**config.mk**
```make
export PLATFORM = sky130hd
export DESIGN_NAME = issue_queue
export DESIGN_NICKNAME = d
export VERILOG_FILES = /design/src/rtl/issue_queue.sv
export SDC_FILE = /design/constraint.sdc
export NUM_CORES = 1
export LEC_CHECK = 0
export CORE_MARGIN = 3
export CORE_UTILIZATION = 40
export DETAILED_ROUTE_END_ITERATION = 16
export SYNTH_ARGS = -nofsm -noshare
export SYNTH_HDL_FRONTEND = slang
export SYNTH_SLANG_ARGS = --single-unit
```
**constraint.sdc**
```tcl
create_clock -name clk -period 3.7 [get_ports clk]
set_input_delay 0.74 -clock clk [delete_from_list [all_inputs] [get_ports clk]]
set_output_delay 0.74 -clock clk [all_outputs]
set_load 0.1 [all_outputs]
```
**src/rtl/issue_queue.sv**
```systemverilog
// issue_queue: in-order circular issue buffer with show-ahead read port.
// Occupancy is tracked by an explicit counter so full/empty never depend on
// pointer aliasing; storage is never cleared, only the pointers and counter.
module issue_queue #(
    parameter int WIDTH    = 32,
    parameter int DEPTH    = 4,
    parameter int AF_LEVEL = DEPTH - 1
) (
    input  logic                       clk,
    input  logic                       rst,
    input  logic                       flush,
    input  logic                       push_front,
    input  logic [WIDTH-1:0]           din,
    output logic                       full,
    output logic                       almost_full,
    input  logic                       pop_back,
    output logic [WIDTH-1:0]           dout,
    output logic                       empty,
    output logic [$clog2(DEPTH+1)-1:0] count,
    output logic                       overflow,
    output logic                       underflow
);

    localparam int PW = $clog2(DEPTH);
    localparam int CW = $clog2(DEPTH + 1);

    logic [WIDTH-1:0] mem [DEPTH];
    logic [PW-1:0]    rd_ptr;
    logic [PW-1:0]    wr_ptr;
    logic [CW-1:0]    occ;
    logic             push_ok;
    logic             pop_ok;

    // Status flags come straight from the occupancy register.
    assign count       = occ;
    assign empty       = (occ == '0);
    assign full        = (occ == CW'(DEPTH));
    assign almost_full = (occ >= CW'(AF_LEVEL));

    // Accept decisions and show-ahead output; a pop frees a slot so a push
    // into a full queue still goes through when paired with a pop.
    always_comb begin
        pop_ok  = pop_back && !empty;
        push_ok = push_front && (!full || pop_back);
        dout    = empty ? '0 : mem[rd_ptr];
    end

    // Pointer, occupancy and error-pulse state; reset outranks flush.
    always_ff @(posedge clk) begin
        if (rst || flush) begin
            rd_ptr    <= '0;
            wr_ptr    <= '0;
            occ       <= '0;
            overflow  <= 1'b0;
            underflow <= 1'b0;
        end else begin
            overflow  <= push_front && full && !pop_back;
            underflow <= pop_back && empty;
            if (push_ok) begin
                wr_ptr <= wr_ptr + PW'(1);
            end
            if (pop_ok) begin
                rd_ptr <= rd_ptr + PW'(1);
            end
            if (push_ok && !pop_ok) begin
                occ <= occ + CW'(1);
            end else if (pop_ok && !push_ok) begin
                occ <= occ - CW'(1);
            end
        end
    end

    // Payload storage; a slot written during reset/flush is never exposed
    // because the counter is cleared in the same edge.
    always_ff @(posedge clk) begin
        if (push_ok) begin
            mem[wr_ptr] <= din;
        end
    end

endmodule

```
Word level (Yosys, flattened, before mapping)

Memory sizes are Yosys's and may differ from the RTL's. A register that Yosys moved wholly into a read port is not among the register bits.
Index checks and enable logic that the tools add are counted.

Bits in registers: 9
Bits in writable memories: 128
Bits of input ports: 37
Output and inout bits: 40
Logic and storage cells: 35
Memories: 1

Add/subtract/negate cells: 4
$lt $le $gt $ge: 1
Equal/unequal tests: 1
Multiplexer cells: 7
Reduce and logical (&&, ||, !) cells: 16

Memories:

| name | words | bits a word | rd ports | clocked after Yosys merged registers in | wr ports | RTL line | RTL |
|---|---|---|---|---|---|---|---|
| mem  | 4     | 32          | 1        | 1                                       | 1        | 27       | `logic [WIDTH-1:0] mem [DEPTH];` |

Operators by type and width:

| operator              | number |
|---|---|
| $mux W32              | 1 |
| $logic_and A1 B1 Y1   | 7 |
| $mux W3               | 2 |
| $logic_not A1 Y1      | 5 |
| $add A2 B1 Y2 const B | 2 |
| $mux W2               | 2 |
| $add A3 B1 Y3 const B | 1 |
| $eq A3 B3 Y1 const B  | 1 |
| $ge A3 B2 Y1 const B  | 1 |
| $logic_not A3 Y1      | 1 |
| $sub A3 B1 Y3 const B | 1 |
| $logic_or A1 B1 Y1    | 2 |
| $mux W1               | 2 |
| $reduce_bool A2 Y1    | 1 |

Depth between registers and ports, before layout

Word-level depth: 8
Gate-level depth with buffers: 9
Mapped depth without buffers: 8

Worst setup path after synthesis

OpenSTA, ideal clock, no wires.

Kind: reg-to-output
Start: reg occ[2], in the netlist count[2]
End: out full
Arrival: 3.351 ns
Required time: 2.960 ns
Setup slack: -0.391 ns
Cell stages (with the launch flop): 2
Buffers on the path: 0
Cell sequence: dfxtp_1 -> nor3b_1

Cells in the longest elaborated chain, start to end: 1

Ends and longest elaborated chain:

| element                | RTL line | RTL |
|---|---|---|
| from (decl)            | 30       | `logic [CW-1:0] occ;` |
| from (signal assigned) | 66       | `occ <= occ + CW'(1);` |
| from (signal assigned) | 68       | `occ <= occ - CW'(1);` |
| $eq A3 B3 Y1           | 37       | `assign full = (occ == CW'(DEPTH));` |
| to (decl)              | 14       | `output logic full,` |

No other way between the ends.

==> reports/results.ini <==
[status]
status = finished, final reports clean

[logic_synthesis]
yosysSeqAreaShare_pct = 75.6
ys_types = 33
ys_ff_latch = 139
async_flop_share_pct = 0
ys.flop_type = edfxtp_1
netlist_area_um2 = 5370
synth_edf_count = 128
syn_nets = 301
ys_warn_count = 0
syn_avg_cell_area_um2 = 20.8
netlist_instances = 258

[placement]
port_buffers = 76
dpl.hpwl_mm = 5.66
place_area_um2 = 6290
dp.cells = 497
place.gp.congestion = 0.702

[cts]
clkSlewWorstSetupHoldPaths_ps = 50
hold_buffers = 0
cts-resized-gates = 0
h-tree-depth = 4
cts_buffers = 17
clk_latency_ps = 410
root_buffer = clkbuf_16
cts_sinks = 139
cts_tree = yes
postCtsSetupRepairBufs = 0
cts_buffer_depth = 2

[worst_setup_path]
critPathCaptureType = output pin
crit_buf_inv = 2
worstSetupPathType = flip-flop to output pin
reg2reg_slack_ps = 1330
start_kind = flip-flop
crit_slowest_cell = dfxtp_2
critPathMaxStageDelay_ps = 730
crit_required_ps = 2960
crit_fanout = 17
crit_chain = buf_12 -> mux4_2 -> nor2b_2 -> buf_4
cpLargestDelayFamily = flip-flops
cp.arrival_ps = 2360
r2r_start = count[0]$_SDFFE_PP0P_

[finish]
syn2layout_area_growth_pct = 27.0
nFillCells = 1037
fin_area_um2 = 6830
fin_cells = 528
nNetsFinal = 387
layout-drive-gt1-share_pct = 34.6
antennaDiodeCount = 0

[routing]
drc_errors = 0
antenna_left = 0
wl_per_cell_um = 18.5
drtIter0Drc = 179
vias = 2650
vias_per_cell = 5.02
drtPass1Iterations = 4
totalWireLength_mm = 9.78

[grt]
grt_pass1_vias = 2743
grt_pass1_wl_mm = 15.4
grt_overflow_total = 0
antenna_found_initial = 0
grt_max_degree = 37
grtUsageTotal_pct = 14.5

[power]
vdd_drop_max_v = 0.000530
leakagePower_nw = 2.31
power_density_nw_per_um2 = 601

[die]
die_area_um2 = 14900
ios = 77
initial_core_util_pct = 41.7
dieWidth_um = 122
rows = 41
core_area_um2 = 12900
fp.dieH_um = 122

[timing]
setup_viol = 0
slew_headroom_pct = 35.0
slew_viol_final = 0
fin_skew_ps = 11.3
hold_viol = 0
tightest_slew_ps = 972
period_minus_slack_ps = 3100
fin_crit_sh_pct = 83.8
max_freq_mhz = 323
grt_setup_unrepaired = no

[worst_hold_path]
hp-start = rd_ptr[1]$_SDFFE_PP0P_
hp-class = flip-flop to flip-flop

[run]
drv_cap = 0

[area by class of cell]
type / count / area, um^2 / share of cell area [%]
Clock inverter: 12 / 106 / 1.56
Timing Repair Buffer: 79 / 706 / 10.3
Tap cell: 172 / 215 / 3.15
Clock buffer: 19 / 433 / 6.34
Inverter: 3 / 11.3 / 0.165
Multi-Input combinational cell: 104 / 1290 / 18.9
Sequential cell: 139 / 4070 / 59.6
[per-stage QoR]
| stage | hold slack (ps) | power [mW] | TNS [ps] | setup WS, ps | util, % |
|---|---|---|---|---|---|
| floorplan | 454 | 2.41 | -2060 | -257 | - |
| global placement | 463 | 2.60 | 0 | 694 | 48.8 |
| detailed placement | 479 | 2.61 | 0 | 603 | 48.8 |
| CTS | 489 | 4.15 | 0 | 503 | 53.0 |
| global route | 520 | 4.25 | 0 | 393 | 53.0 |
| finish | 488 | 4.11 | 0 | 600 | 53.0 |
[cells in the mapped netlist (2+ instances only)]
master,number,share of area (%)
and3_2,4,0.56
ha_1,5,1.2
nor2_1,5,0.35
nor2b_1,26,3.0
or3_1,2,0.23
and2b_1,6,0.84
mux4_2,32,13
a21oi_1,3,0.28
o21ai_0,2,0.19
xor2_1,3,0.49
inv_1,3,0.21
buf_2,6,0.56
clkbuf_1,4,0.28
edfxtp_1,128,72
dfxtp_1,11,4.1
[worst reg2reg max path, cell delays in order (launching register included)]
cell and delay [ps]:
dfxtp_1 410, or4b_1 680, and2_4 220, ha_1 220, inv_1 80, fa_1 170, xor2_1 80, or3_1 310
a21oi_1 140
[path summary, 6_finish.rpt]
path                           end  cells after the start
max                       dout[13]                      4
min                      flip-flop                      2
max reg2reg  count[2]$_SDFFE_PP0P_                      8
min reg2reg              flip-flop                      2
[sequential cells by signal (all words and copies together) (netlist names), named ones only]
| name | cells |
|---|---|
| count | 3 |
| mem | 128 |
| overflow | 1 |
| rd_ptr | 2 |
| underflow | 1 |
| wr_ptr | 2 |
[layout by cell type (no fill, tap or decap), types with 2 or more instances in the layout]
master | Yosys | routed
dfxtp_2 | 0 | 2
a21oi_1 | 3 | 3
clkinv_1 | 0 | 5
clkdlybuf4s50_1 | 0 | 40
ha_1 | 5 | 5
and2b_1 | 6 | 6
nor2b_1 | 26 | 10
bufinv_16 | 0 | 2
clkinv_2 | 0 | 4
or3_1 | 2 | 2
clkbuf_1 | 4 | 2
and3_2 | 4 | 4
clkbuf_16 | 0 | 17
buf_4 | 0 | 38
mux4_2 | 32 | 32
dfxtp_1 | 11 | 9
xor2_1 | 3 | 3
o21ai_0 | 2 | 2
edfxtp_1 | 128 | 128
nor2b_2 | 0 | 16
nor2_1 | 5 | 5
inv_1 | 3 | 3
[layer usage]
| layer | vias up | part of all wire (%) | track usage (%) |
|---|---|---|---|
| met4 | 0 | 1.1 | 4.62 |
| met5 | - | 0 | 0 |
| li1 | 1205 | - | - |
| met2 | 68 | 47 | 21.7 |
| met3 | 11 | 5.0 | 5.94 |
| met1 | 1366 | 47 | 19.4 |
[cell families (layout without fill, tap and decap cells)]
family	after synthesis	after routing	share of synthesized area, %
XOR/XNOR	3	3	0.489
multiplexers	33	33	13.6
flip-flops	139	139	75.6
buffers and inverters	15	113	1.33
AND/OR/NAND/NOR	53	53	6.29
AO/OA/AOI/OAI	9	9	1.14
adder cells (fa/ha/maj)	6	6	1.54
[where the power goes]
group	total (mW)	leakage, nW	switching (mW)	internal (mW)
clock	1.54	0.264	0.573	0.968
sequential	1.79	1.27	0.0228	1.77
combinational	0.776	0.786	0.574	0.202
No activity file was read; power rests on OpenSTA's default activity.
